`config.mk`:
```
export PLATFORM = sky130hd
export DESIGN_NAME = pipe_ctrl_unit
export DESIGN_NICKNAME = d
export VERILOG_FILES = /design/src/rtl/pipe_ctrl_unit_pkg.sv /design/src/rtl/pipe_ctrl_unit_ctrl_decode.sv /design/src/rtl/pipe_ctrl_unit.sv
export SDC_FILE = /design/constraint.sdc
export NUM_CORES = 1
export LEC_CHECK = 0
export BUFFER_PORTS_ARGS = -buffer_cell sky130_fd_sc_hd__buf_2
export CAP_MARGIN = 20
export CORE_MARGIN = 3
export CORE_UTILIZATION = 50
export DETAILED_ROUTE_END_ITERATION = 7
export PLACE_DENSITY = 0.9
export SLEW_MARGIN = 5
export SYNTH_ARGS = -nofsm -noshare
export SYNTH_HDL_FRONTEND = slang
export SYNTH_HIERARCHICAL = 1
export SYNTH_SLANG_ARGS = --single-unit
```
`constraint.sdc`:
```
create_clock -name clk -period 2.65 [get_ports clk]
set_input_delay 0.3975 -clock clk [delete_from_list [all_inputs] [get_ports clk]]
set_output_delay 0.3975 -clock clk [all_outputs]
set_load 0.01 [all_outputs]
```
`src/rtl/pipe_ctrl_unit_pkg.sv`:
```
// Shared opcode/ALUOp encodings, control-bundle layouts and the opcode decode table
// used by the pipelined MIPS control unit.
package pipe_ctrl_unit_pkg;

  typedef enum logic [5:0] {
    OP_RTYPE = 6'b000000,
    OP_BEQ   = 6'b000100,
    OP_ADDI  = 6'b001000,
    OP_SLTI  = 6'b001010,
    OP_ANDI  = 6'b001100,
    OP_ORI   = 6'b001101,
    OP_LW    = 6'b100011,
    OP_SW    = 6'b101011
  } opcode_e;

  typedef enum logic [2:0] {
    ALU_ADD   = 3'b000,
    ALU_SUB   = 3'b001,
    ALU_AND   = 3'b010,
    ALU_OR    = 3'b011,
    ALU_SLT   = 3'b100,
    ALU_FUNCT = 3'b101
  } aluop_e;

  localparam int ALUOP_BASE_W = 3;
  localparam int M_W          = 3;
  localparam int WB_W         = 2;
  localparam int EX_REGDST    = 0;
  localparam int M_MEMREAD    = 1;

  typedef struct packed {
    logic   alusrc;
    aluop_e aluop;
    logic   regdst;
  } ex_fields_t;

  typedef struct packed {
    logic memwrite;
    logic memread;
    logic branch;
  } m_t;

  // memtoreg = 1 selects the ALU result
  typedef struct packed {
    logic memtoreg;
    logic regwrite;
  } wb_t;

  typedef struct packed {
    ex_fields_t ex;
    m_t         m;
    wb_t        wb;
    logic       legal;
  } dec_t;

  function automatic dec_t decode_op(input logic [5:0] op);
    dec_t d;
    d = '0;
    d.legal = 1'b1;
    case (op)
      OP_RTYPE: begin
        d.ex.regdst   = 1'b1;
        d.ex.aluop    = ALU_FUNCT;
        d.wb.regwrite = 1'b1;
        d.wb.memtoreg = 1'b1;
      end
      OP_LW: begin
        d.ex.alusrc   = 1'b1;
        d.ex.aluop    = ALU_ADD;
        d.m.memread   = 1'b1;
        d.wb.regwrite = 1'b1;
      end
      OP_SW: begin
        d.ex.alusrc   = 1'b1;
        d.ex.aluop    = ALU_ADD;
        d.m.memwrite  = 1'b1;
      end
      OP_BEQ: begin
        d.ex.aluop    = ALU_SUB;
        d.m.branch    = 1'b1;
      end
      OP_ADDI, OP_SLTI, OP_ANDI, OP_ORI: begin
        d.ex.alusrc   = 1'b1;
        d.wb.regwrite = 1'b1;
        d.wb.memtoreg = 1'b1;
        case (op)
          OP_SLTI: d.ex.aluop = ALU_SLT;
          OP_ANDI: d.ex.aluop = ALU_AND;
          OP_ORI:  d.ex.aluop = ALU_OR;
          default: d.ex.aluop = ALU_ADD;
        endcase
      end
      default: d = '0;
    endcase
    return d;
  endfunction

endpackage

```
`src/rtl/pipe_ctrl_unit_ctrl_decode.sv`:
```
// Combinational opcode -> EX/M/WB bundles; zero latency, no backpressure.
// Unknown opcodes produce an all-zero bubble and raise illegal.
module ctrl_decode
  import pipe_ctrl_unit_pkg::*;
#(
  parameter int ALUOP_W = 3
) (
  input  logic [5:0]         op,
  output logic [ALUOP_W+1:0] ex,
  output logic [M_W-1:0]     m,
  output logic [WB_W-1:0]    wb,
  output logic               illegal
);

  dec_t d;

  always_comb begin
    d       = decode_op(op);
    ex      = '0;
    ex[EX_REGDST]  = d.ex.regdst;
    ex[ALUOP_W:1]  = ALUOP_W'(d.ex.aluop);
    ex[ALUOP_W+1]  = d.ex.alusrc;
    m       = d.m;
    wb      = d.wb;
    illegal = ~d.legal;
  end

endmodule

```
`src/rtl/pipe_ctrl_unit.sv`:
```
// Pipelined MIPS control: decode in ID, ctrl in EX/MEM/WB at +1/+2/+3 cycles.
// Load-use stalls freeze PC and IF/ID for one cycle; taken branch in MEM flushes IF/ID, ID/EX, EX/MEM.
module pipe_ctrl_unit
  import pipe_ctrl_unit_pkg::*;
#(
  parameter int ALUOP_W   = 3,
  parameter int REG_AW    = 5,
  parameter int HAZARD_EN = 1,
  parameter int ERRCNT_W  = 8
) (
  input  logic                clk,
  input  logic                rst,
  input  logic [5:0]          op_id,
  input  logic [REG_AW-1:0]   rs_id,
  input  logic [REG_AW-1:0]   rt_id,
  input  logic [REG_AW-1:0]   rd_id,
  input  logic                br_taken_mem,
  output logic [ALUOP_W+1:0]  ex_ctrl,
  output logic [2:0]          m_ctrl,
  output logic [1:0]          wb_ctrl,
  output logic [REG_AW-1:0]   wreg_mem,
  output logic [REG_AW-1:0]   wreg_wb,
  output logic                pc_write,
  output logic                ifid_write,
  output logic                ifid_flush,
  output logic                illegal_op,
  output logic [ERRCNT_W-1:0] illegal_cnt
);

  localparam int EX_W = ALUOP_W + 2;

  logic [EX_W-1:0]     dec_ex;
  logic [M_W-1:0]      dec_m;
  logic [WB_W-1:0]     dec_wb;

  logic [EX_W-1:0]     idex_ex;
  logic [M_W-1:0]      idex_m;
  logic [WB_W-1:0]     idex_wb;
  logic [REG_AW-1:0]   idex_rt;
  logic [REG_AW-1:0]   idex_rd;

  logic [M_W-1:0]      exmem_m;
  logic [WB_W-1:0]     exmem_wb;
  logic [REG_AW-1:0]   exmem_wreg;

  logic [WB_W-1:0]     memwb_wb;
  logic [REG_AW-1:0]   memwb_wreg;

  logic [ERRCNT_W-1:0] err_cnt;

  logic                stall;
  logic                flush;
  logic                idex_bubble;
  logic [REG_AW-1:0]   ex_wreg;

  ctrl_decode #(
    .ALUOP_W (ALUOP_W)
  ) u_decode (
    .op      (op_id),
    .ex      (dec_ex),
    .m       (dec_m),
    .wb      (dec_wb),
    .illegal (illegal_op)
  );

  // Load in EX whose destination is read by the instruction in ID; $0 never hazards.
  always_comb begin
    stall = 1'b0;
    if (HAZARD_EN != 0) begin
      stall = idex_m[M_MEMREAD] && (idex_rt != '0) &&
              ((idex_rt == rs_id) || (idex_rt == rt_id));
    end
  end

  assign flush       = br_taken_mem;
  assign idex_bubble = stall || flush;
  assign ex_wreg     = idex_ex[EX_REGDST] ? idex_rd : idex_rt;

  always_ff @(posedge clk or posedge rst) begin
    if (rst) begin
      idex_ex <= '0;
      idex_m  <= '0;
      idex_wb <= '0;
      idex_rt <= '0;
      idex_rd <= '0;
    end else if (idex_bubble || illegal_op) begin
      // illegal ops also clear the register fields so their wreg reads as 0
      idex_ex <= '0;
      idex_m  <= '0;
      idex_wb <= '0;
      idex_rt <= '0;
      idex_rd <= '0;
    end else begin
      idex_ex <= dec_ex;
      idex_m  <= dec_m;
      idex_wb <= dec_wb;
      idex_rt <= rt_id;
      idex_rd <= rd_id;
    end
  end

  always_ff @(posedge clk or posedge rst) begin
    if (rst) begin
      exmem_m    <= '0;
      exmem_wb   <= '0;
      exmem_wreg <= '0;
    end else if (flush) begin
      exmem_m    <= '0;
      exmem_wb   <= '0;
      exmem_wreg <= '0;
    end else begin
      exmem_m    <= idex_m;
      exmem_wb   <= idex_wb;
      exmem_wreg <= ex_wreg;
    end
  end

  always_ff @(posedge clk or posedge rst) begin
    if (rst) begin
      memwb_wb   <= '0;
      memwb_wreg <= '0;
    end else begin
      memwb_wb   <= exmem_wb;
      memwb_wreg <= exmem_wreg;
    end
  end

  always_ff @(posedge clk or posedge rst) begin
    if (rst) begin
      err_cnt <= '0;
    end else if (illegal_op && !idex_bubble && (err_cnt != '1)) begin
      err_cnt <= err_cnt + ERRCNT_W'(1);
    end
  end

  // Flush wins over stall: the stalled instruction is on the wrong path anyway.
  assign pc_write    = !rst && (flush || !stall);
  assign ifid_write  = !rst && (flush || !stall);
  assign ifid_flush  = !rst && flush;

  assign ex_ctrl     = idex_ex;
  assign m_ctrl      = exmem_m;
  assign wb_ctrl     = memwb_wb;
  assign wreg_mem    = exmem_wreg;
  assign wreg_wb     = memwb_wreg;
  assign illegal_cnt = err_cnt;

endmodule

```
==> flow_summary_export.csv, run 1 <==
group,metric,value,unit
floorplanning,die_y,67.7,µm
setup_path,rr_endpoint,"illegal_cnt[6]",
logic_synthesis,yosysWarnings,6,
clock_tree,cts.clk_slew.worst_paths,0.08,ns
logic_synthesis,synth_edf_count,0,
clock_tree,clk_latency,0.29,ns
floorplanning,rows,21,
setup_path,end_kind,"primary output",
logic_synthesis,synthArstFlopShare,1.00,
setup_path,reg2regPathDepth,5,
floorplanning,core_area,0.00349,mm²
timing,rsz0062_at_grt,"no",
power,power_leakage,1.21,nW
routing,vias,1339,
placed_design,dpl.hpwl,2720,µm
timing,tightest_slew,0.587,ns
power,power.density,687,mW/mm²
logic_synthesis,ys_ff_latch,45,
setup_path,cp-endpoint,"ifid_write",
grt,grt_pass1_wl,5780,µm
setup_path,cp_max_fo,9,
setup_path,worstPathRequired,2.25,ns
clock_tree,cts-resized-gates,0,
hold_path,hold_path_class,"input pin to async pin",
logic_synthesis,synth.cell_area,0.00190,mm²
final_layout,area_growth,22.5,%
run_status,status,"finished clean",
logic_synthesis,yosysSeqAreaShare,0.592,
clock_tree,hold_buffers,0,
routing,drtIter0Drc,84,
timing,holdWs,0.113,ns
clock_tree,htreeDepth,2,
placed_design,dp_slack,0.544,ns
timing,slew_headroom,0.606,
setup_path,crit_type,"flop to primary output",
floorplanning,die_area,0.00458,mm²
timing,hold_viol_final,0,
setup_path,reg2reg_slack,0.64,ns
logic_synthesis,syn_nets,188,
clock_tree,post-cts-setup-buffers,0,
timing,min_period,2.32,ns
logic_synthesis,ys.flop_type,"dfrtp_1",
timing,period_share,0.876,
setup_path,reg2reg_from,"idex_rt[1]",
timing,setup_violations,0,
logic_synthesis,netlist_instances,163,
grt,overflow,0,
placed_design,io_buffers,55,
setup_path,worstPathArrival,1.92,ns
timing,fin_tns_setup,0,ns
grt,grt_usage,0.173,
clock_tree,cts_buffers,5,
grt,grt_max_degree,21,
floorplanning,die_w,67.7,µm
clock_tree,root_buffer,"clkbuf_8",
power,ir_worst_vdd,0.344,mV
placed_design,dpl_cell_area,0.00223,mm²
placed_design,routabilityCongestion,0.797,
routing,vias_per_cell,5.01,
clock_tree,clkSinkCount,45,
floorplanning,floorplan.initialDensity,0.545,
routing,antenna_left,0,
logic_synthesis,ys_types,36,
routing,wl_per_cell,13.6,µm
routing,remaining_drc_errors,0,
timing,final_max_slew_viol_count,0,
logic_synthesis,synth.avg_cell_area,11.7,µm²
floorplanning,ios,56,
timing,fmaxAchievable,431,MHz
setup_path,cp-startpoint,"idex_rt[0]",
flow_run,cap_violations,0,
clock_tree,cts_tree,"yes",
timing,finalWorstSetupSlack,0.329,ns
clock_tree,clock_path_buffers,2,
setup_path,cp-start-kind,"flop",
grt,grt_pass1_vias,1266,
final_layout,design_area,0.00233,mm²
final_layout,drive_above_1_share,0.326,
final_layout,nets,246,
routing,firstDrtPassIters,4,
final_layout,diodes,0,
timing,fin_skew,0.00464,ns
grt,antenna_found_initial,0,
routing,finalWirelength,3620,µm
==> cell usage after synthesis (3+ instances only) <==
cell	count	area (µm²)
dfrtp_1	45	1130
and2_1	20	125
xor2_1	11	96.3
nand2_1	7	26.3
nor2_1	7	26.3
nor3_1	7	35.0
nor4_1	7	43.8
mux2i_1	6	60.1
nand3_1	6	30.0
clkbuf_1	5	18.8
nor2b_1	5	31.3
xnor2_1	5	43.8
inv_1	4	15.0
or2_1	3	18.8
==> flip-flops by register name (all words and copies together) (netlist names) <==
name	cells
illegal_cnt	8
ex_ctrl	5
idex_rd	5
idex_rt	5
wreg_mem	5
wreg_wb	5
idex_m	3
m_ctrl	3
exmem_wb	2
idex_wb	2
wb_ctrl	2
==> kinds of logic after synthesis <==
family          Yosys count  share of synthesized area
buf+inv                  11                     0.0243
fa+ha+maj                 1                    0.00657
xor+xnor                 16                     0.0736
compound gates           10                     0.0408
mux                       9                     0.0513
flops                    45                      0.592
simple gates             71                      0.212
==> worst max-delay path, stage by stage, from the launching register on <==
cell     delay (ns)
dfrtp_1        0.46
xor2_1         0.20
nor3_1         0.19
nand3_1        0.12
a21oi_2        0.36
a21oi_1        0.14
buf_2          0.16
==> layout make-up <==
type                            instances  area (µm²)
Timing Repair Buffer                   58         298
Fill cell                             273        1160
Clock inverter                          2        35.0
Inverter                                4        15.0
Clock buffer                            5        68.8
Multi-Input combinational cell        107         731
Sequential cell                        45        1130
Tap cell                               46        57.6
==> metrics by stage <==
step | util | cells | total power (W)
after floorplan | - | 163 | 0.00100
after global placement | 0.637 | 260 | 0.00112
after detailed placement | 0.637 | 260 | 0.00114
after CTS | 0.667 | 267 | 0.00162
after global routing | 0.667 | 267 | 0.00168
final | 0.667 | 267 | 0.00160
==> cells in the final DEF (no fill, tap or decap), types with 2 or more instances in the layout <==
cell	n
buf_4	3
inv_1	3
o21a_1	2
nor4_1	7
xnor2_1	5
mux2_2	2
nor3_1	7
buf_2	55
clkbuf_8	5
mux2i_1	6
nor2b_1	5
a21oi_1	2
or2_1	3
and2_1	20
nand3_1	6
nand2_1	7
dfrtp_1	45
nor2_1	7
xor2_1	11
==> power by group <==
part	switching, W	internal [W]
logic	0.000158	0.000142
clock network	0.000208	0.000274
registers	0.0000720	0.000748
==> how the worst min path moves through the flow <==
stage,from,to,cells after the start
finish,rst,wb_ctrl[0],2
global placement,exmem_wb[1],wb_ctrl[1],0
detailed placement,exmem_wb[0],wb_ctrl[0],0
global route,rst,wb_ctrl[0],2
floorplan,exmem_wb[0],wb_ctrl[0],0
CTS,rst,wb_ctrl[0],2
==> per-layer routing <==
metal / vias up / global-route usage / part of all wire
li1: 659 / - / -
met1: 634 / 0.213 / 0.41
met2: 40 / 0.288 / 0.51
met3: 6 / 0.0532 / 0.061
met4: 0 / 0.0608 / 0.019
met5: - / 0 / 0
Power figures use the tool's default switching activity.
==> inputs of run 2 (changes only) <==
- CORE_UTILIZATION: 50 -> 46
- GPL_ROUTABILITY_DRIVEN: not set -> 0
- PLACE_DENSITY: 0.9 -> 0.87
- clock period: 2.65 -> 2.1 ns (I/O delays scaled with it)
==> flow_summary_export.csv, run 2 (synthesis results as in run 1) <==
group,metric,value,unit
timing,slew_headroom,0.642,
run_status,status,"finished clean",
grt,grt_max_degree,46,
clock_tree,cts_buffers,5,
timing,rsz0062_at_grt,"yes",
timing,fmaxAchievable,481,MHz
routing,wl_per_cell,13.4,µm
setup_path,end_kind,"flop",
timing,setup_violations,0,
final_layout,multi_input_area,758,µm²
power,power.density,823,mW/mm²
grt,grt_pass1_vias,1306,
power,power_leakage,1.23,nW
floorplanning,die_y,70.3,µm
final_layout,regArea,0.00113,mm²
final_layout,utilization,0.623,
setup_path,worstPathArrival,2.26,ns
final_layout,area_growth,25.2,%
setup_path,cp-start-kind,"flop",
floorplanning,rows,22,
power,ir_worst_vdd,0.442,mV
grt,antenna_found_initial,0,
clock_tree,hold_buffers,0,
routing,vias,1400,
floorplanning,core_area,0.00383,mm²
clock_tree,clock_path_buffers,2,
routing,vias_per_cell,5.11,
timing,fin_skew,0.00704,ns
final_layout,layout_common_cells,"55 x buf_2, 44 x dfrtp_1, 20 x and2_1",
hold_path,hold_path_class,"input pin to async pin",
setup_path,crit_type,"flop to flop",
setup_path,reg2regPathDepth,6,
floorplanning,die_area,0.00494,mm²
clock_tree,cts_tree,"yes",
placed_design,dp_slack,0.0606,ns
clock_tree,root_buffer,"clkbuf_8",
routing,finalWirelength,3670,µm
grt,grt_usage,0.159,
placed_design,dpl.hpwl,2680,µm
routing,remaining_drc_errors,0,
timing,final_max_slew_viol_count,0,
setup_path,worstPathRequired,2.28,ns
final_layout,drive_above_1_share,0.367,
final_layout,diodes,0,
timing,period_share,0.991,
timing,finalWorstSetupSlack,0.0196,ns
floorplanning,ios,56,
grt,overflow,0,
setup_path,cp_max_fo,8,
setup_path,reg2reg_from,"idex_rt[2]",
flow_run,cap_violations,0,
final_layout,layout_commonest_cell,"buf_2",
final_layout,fillCellCount,321,
timing,hold_viol_final,0,
placed_design,io_buffers,55,
routing,antenna_left,0,
routing,drtIter0Drc,60,
setup_path,rr_endpoint,"illegal_cnt[1]",
floorplanning,die_w,70.3,µm
final_layout,nets,250,
timing,holdWs,0.185,ns
clock_tree,clk_latency,0.30,ns
grt,grt_pass1_wl,6090,µm
clock_tree,cts.clk_slew.worst_paths,0.09,ns
clock_tree,htreeDepth,2,
final_layout,largest_reg_flops,8,
timing,min_period,2.08,ns
floorplanning,floorplan.initialDensity,0.497,
timing,tightest_slew,0.536,ns
setup_path,reg2reg_slack,0.02,ns
routing,firstDrtPassIters,4,
clock_tree,clkSinkCount,45,
run 2: worst max path at each step:
| stage | startpoint | to | slack (ns) | cells after the start |
|---|---|---|---|---|
| 2_1_floorplan | op_id[2] | illegal_cnt[1] | 0.17 | 7 |
| 3_3_place_gp | op_id[1] | illegal_cnt[1] | 0.15 | 7 |
| 3_5_place_dp | op_id[2] | illegal_cnt[1] | 0.06 | 7 |
| 6_report | idex_rt[2] | illegal_cnt[1] | 0.02 | 6 |
| 5_1_grt | idex_rt[3] | ifid_write | -0.05 | 5 |
| 4_1_cts | idex_rt[3] | illegal_cnt[1] | -0.02 | 6 |
run 2: metrics by stage:
stage | std cells | cell area [µm²] | setup TNS, ns | total power, W
finish | 274 | 2380 | 0 | 0.00196
global route | 274 | 2380 | -0.107 | 0.00207
CTS | 273 | 2360 | -0.0310 | 0.00198
detailed placement | 261 | 2220 | 0 | 0.00143
global placement | 261 | 2220 | 0 | 0.00141
floorplan | 163 | 1900 | 0 | 0.00127
run 2: per-layer routing:
metal / global-route usage / vias to the layer above / wire, µm
li1: - / 674 / -
met1: 0.199 / 654 / 1490
met2: 0.238 / 59 / 1830
met3: 0.0388 / 13 / 236
met4: 0.111 / 0 / 116
met5: 0 / - / 0
run 2: critical path: stages, from the launching register on:
cell and delay [ns]:
dfrtp_1 0.40, or4_1 0.52, o21ai_2 0.18, a21oi_4 0.06
buf_4 0.16, a311o_2 0.34, mux2_4 0.31
run 2: timing repair:
item                       in CTS  in global routing
setup endpoints to repair       2                  5
gates resized for setup         3                  3
pin swaps                       2                  3
gates cloned                    0                  0
buffers inserted                4                  1
run 2: where the power goes:
group          leakage [nW]  total, W  switching [W]  internal [W]
logic                 0.575  0.000389       0.000207      0.000182
registers             0.610   0.00103      0.0000909      0.000943
clock network        0.0447  0.000537       0.000297      0.000240
total                  1.23   0.00196       0.000595       0.00137
run 2: cell type report:
| cell class | count | share of cell area |
|---|---|---|
| Clock buffer | 5 | 0.0289 |
| Clock inverter | 3 | 0.0105 |
| Inverter | 4 | 0.00630 |
| Multi-Input combinational cell | 107 | 0.318 |
| Sequential cell | 45 | 0.473 |
| Tap cell | 48 | 0.0252 |
| Timing Repair Buffer | 62 | 0.138 |
==> inputs of run 3 (changes only) <==
==> constraint.sdc (replaced) <==
create_clock -name clk -period 2.1 [get_ports clk]
set_input_delay 0.105 -clock clk [delete_from_list [all_inputs] [get_ports clk]]
set_output_delay 0.105 -clock clk [all_outputs]
set_load 0.01 [all_outputs]
==> flow_summary_export.csv, run 3 (synthesis results as in run 1) <==
group,metric,value,unit
final_layout,area_growth,24.0,%
timing,fin_tns_setup,0,ns
routing,vias,1330,
setup_path,crit_type,"flop to flop",
power,p_int,0.00160,W
routing,wl_per_cell,12.6,µm
clock_tree,cts.clk_slew.worst_paths,0.08,ns
timing,period_share,0.957,
clock_tree,clkSinkCount,45,
routing,vias_per_cell,4.96,
final_layout,regArea,0.00113,mm²
final_layout,layout_common_cells,"55 x buf_2, 45 x dfrtp_1, 20 x and2_1",
setup_path,worstPathArrival,2.19,ns
power,power_leakage,1.22,nW
timing,holdWs,0.0111,ns
power,combPwrFrac,0.169,
power,ir_worst_vdd,0.418,mV
timing,slew_headroom,0.415,
clock_tree,clk_latency,0.29,ns
placed_design,dp.cells,260,
routing,remaining_drc_errors,0,
final_layout,fillCellCount,305,
floorplanning,die_y,70.3,µm
final_layout,fin_cells,268,
run_status,status,"finished clean",
final_layout,layout_commonest_cell,"buf_2",
timing,rsz0062_at_grt,"yes",
grt,grt_usage,0.144,
final_layout,drive_above_1_share,0.327,
floorplanning,ios,56,
final_layout,nets,244,
timing,min_period,2.01,ns
setup_path,end_kind,"flop",
setup_path,cp_max_fo,9,
power,pwr-share-seq,0.478,
setup_path,cp-start-kind,"flop",
grt,overflow,0,
power,swShare,0.261,
placed_design,dpl.hpwl,2510,µm
clock_tree,clock_path_buffers,2,
grt,grt_max_degree,46,
floorplanning,floorplan.initialDensity,0.497,
routing,firstDrtPassIters,4,
power,power.density,915,mW/mm²
clock_tree,hold_buffers,0,
timing,setup_violations,0,
clock_tree,root_buffer,"clkbuf_8",
grt,antenna_found_initial,0,
power,p_switching,0.000563,W
timing,fmaxAchievable,497,MHz
routing,drtIter0Drc,56,
placed_design,io_buffers,55,
power,clock_power_share,0.353,
timing,final_max_slew_viol_count,0,
grt,grt_pass1_vias,1294,
timing,fin_skew,0.00768,ns
clock_tree,htreeDepth,2,
flow_run,cap_violations,0,
final_layout,largest_reg_flops,8,
clock_tree,cts_buffers,5,
floorplanning,rows,22,
floorplanning,die_area,0.00494,mm²
floorplanning,core_area,0.00383,mm²
floorplanning,die_w,70.3,µm
clock_tree,cts_tree,"yes",
timing,tightest_slew,0.877,ns
timing,hold_viol_final,0,
grt,grt_pass1_wl,5740,µm
final_layout,diodes,0,
hold_path,hold_path_class,"input pin to async pin",
final_layout,multi_input_area,738,µm²
routing,finalWirelength,3390,µm
routing,antenna_left,0,
setup_path,worstPathRequired,2.28,ns
run 3: worst paths after layout:
path                             start             end  slack, ns  cells after the start
max                         idex_rt[1]  illegal_cnt[6]       0.09                      5
min                                rst  illegal_cnt[0]       0.01                      2
max in group asynchronous          rst       m_ctrl[2]       1.54                      2
min reg2reg                exmem_wb[0]      wb_ctrl[0]       0.37                      0
min in group clk              rd_id[0]      idex_rd[0]       0.01                      2
max reg2reg                 idex_rt[1]  illegal_cnt[6]       0.09                      5
run 3: power groups by stage:
stage | clock network, W | registers (W) | logic [W]
floorplan | 0 | 0.00107 | 0.000197
global placement | 0 | 0.00105 | 0.000359
detailed placement | 0 | 0.00105 | 0.000369
CTS | 0.000775 | 0.00103 | 0.000371
global route | 0.000817 | 0.00105 | 0.000406
finish | 0.000763 | 0.00103 | 0.000364
run 3: final cells by class:
type | count | share of cell area
clock buffer | 5 | 0.0292
clock inverter | 3 | 0.0292
inverter | 4 | 0.00636
multi-input combinational | 107 | 0.313
sequential | 45 | 0.477
tap | 48 | 0.0255
timing repair buffer | 56 | 0.120
run 3: what timing repair did:
item	4_1_cts	5_1_grt
buffers inserted	0	0
setup endpoints to repair	0	3
resized for setup	0	1
run 3: through the flow:
stage / cell area (µm²) / utilization / power (W) / setup WS, ns
2_1_floorplan: 1900 / - / 0.00127 / 0.202
3_3_place_gp: 2210 / 0.579 / 0.00141 / 0.162
3_5_place_dp: 2210 / 0.579 / 0.00142 / 0.118
4_1_cts: 2350 / 0.615 / 0.00218 / 0.0892
5_1_grt: 2360 / 0.617 / 0.00227 / -0.00586
6_report: 2360 / 0.617 / 0.00216 / 0.0895
run 3: layer usage:
metal  track usage  vias up  wire, µm
li1              -      659         -
met1         0.179      636      1480
met2         0.241       29      1700
met3        0.0432        6       152
met4        0.0447        0        48
met5             0        -         0
run 3: critical path, cell delays in order (launching register included):
cell and delay [ns]:
dfrtp_1 0.42, or4_1 0.54, o21ai_2 0.17, a21oi_4 0.08
nor4_1 0.30, mux2_2 0.37
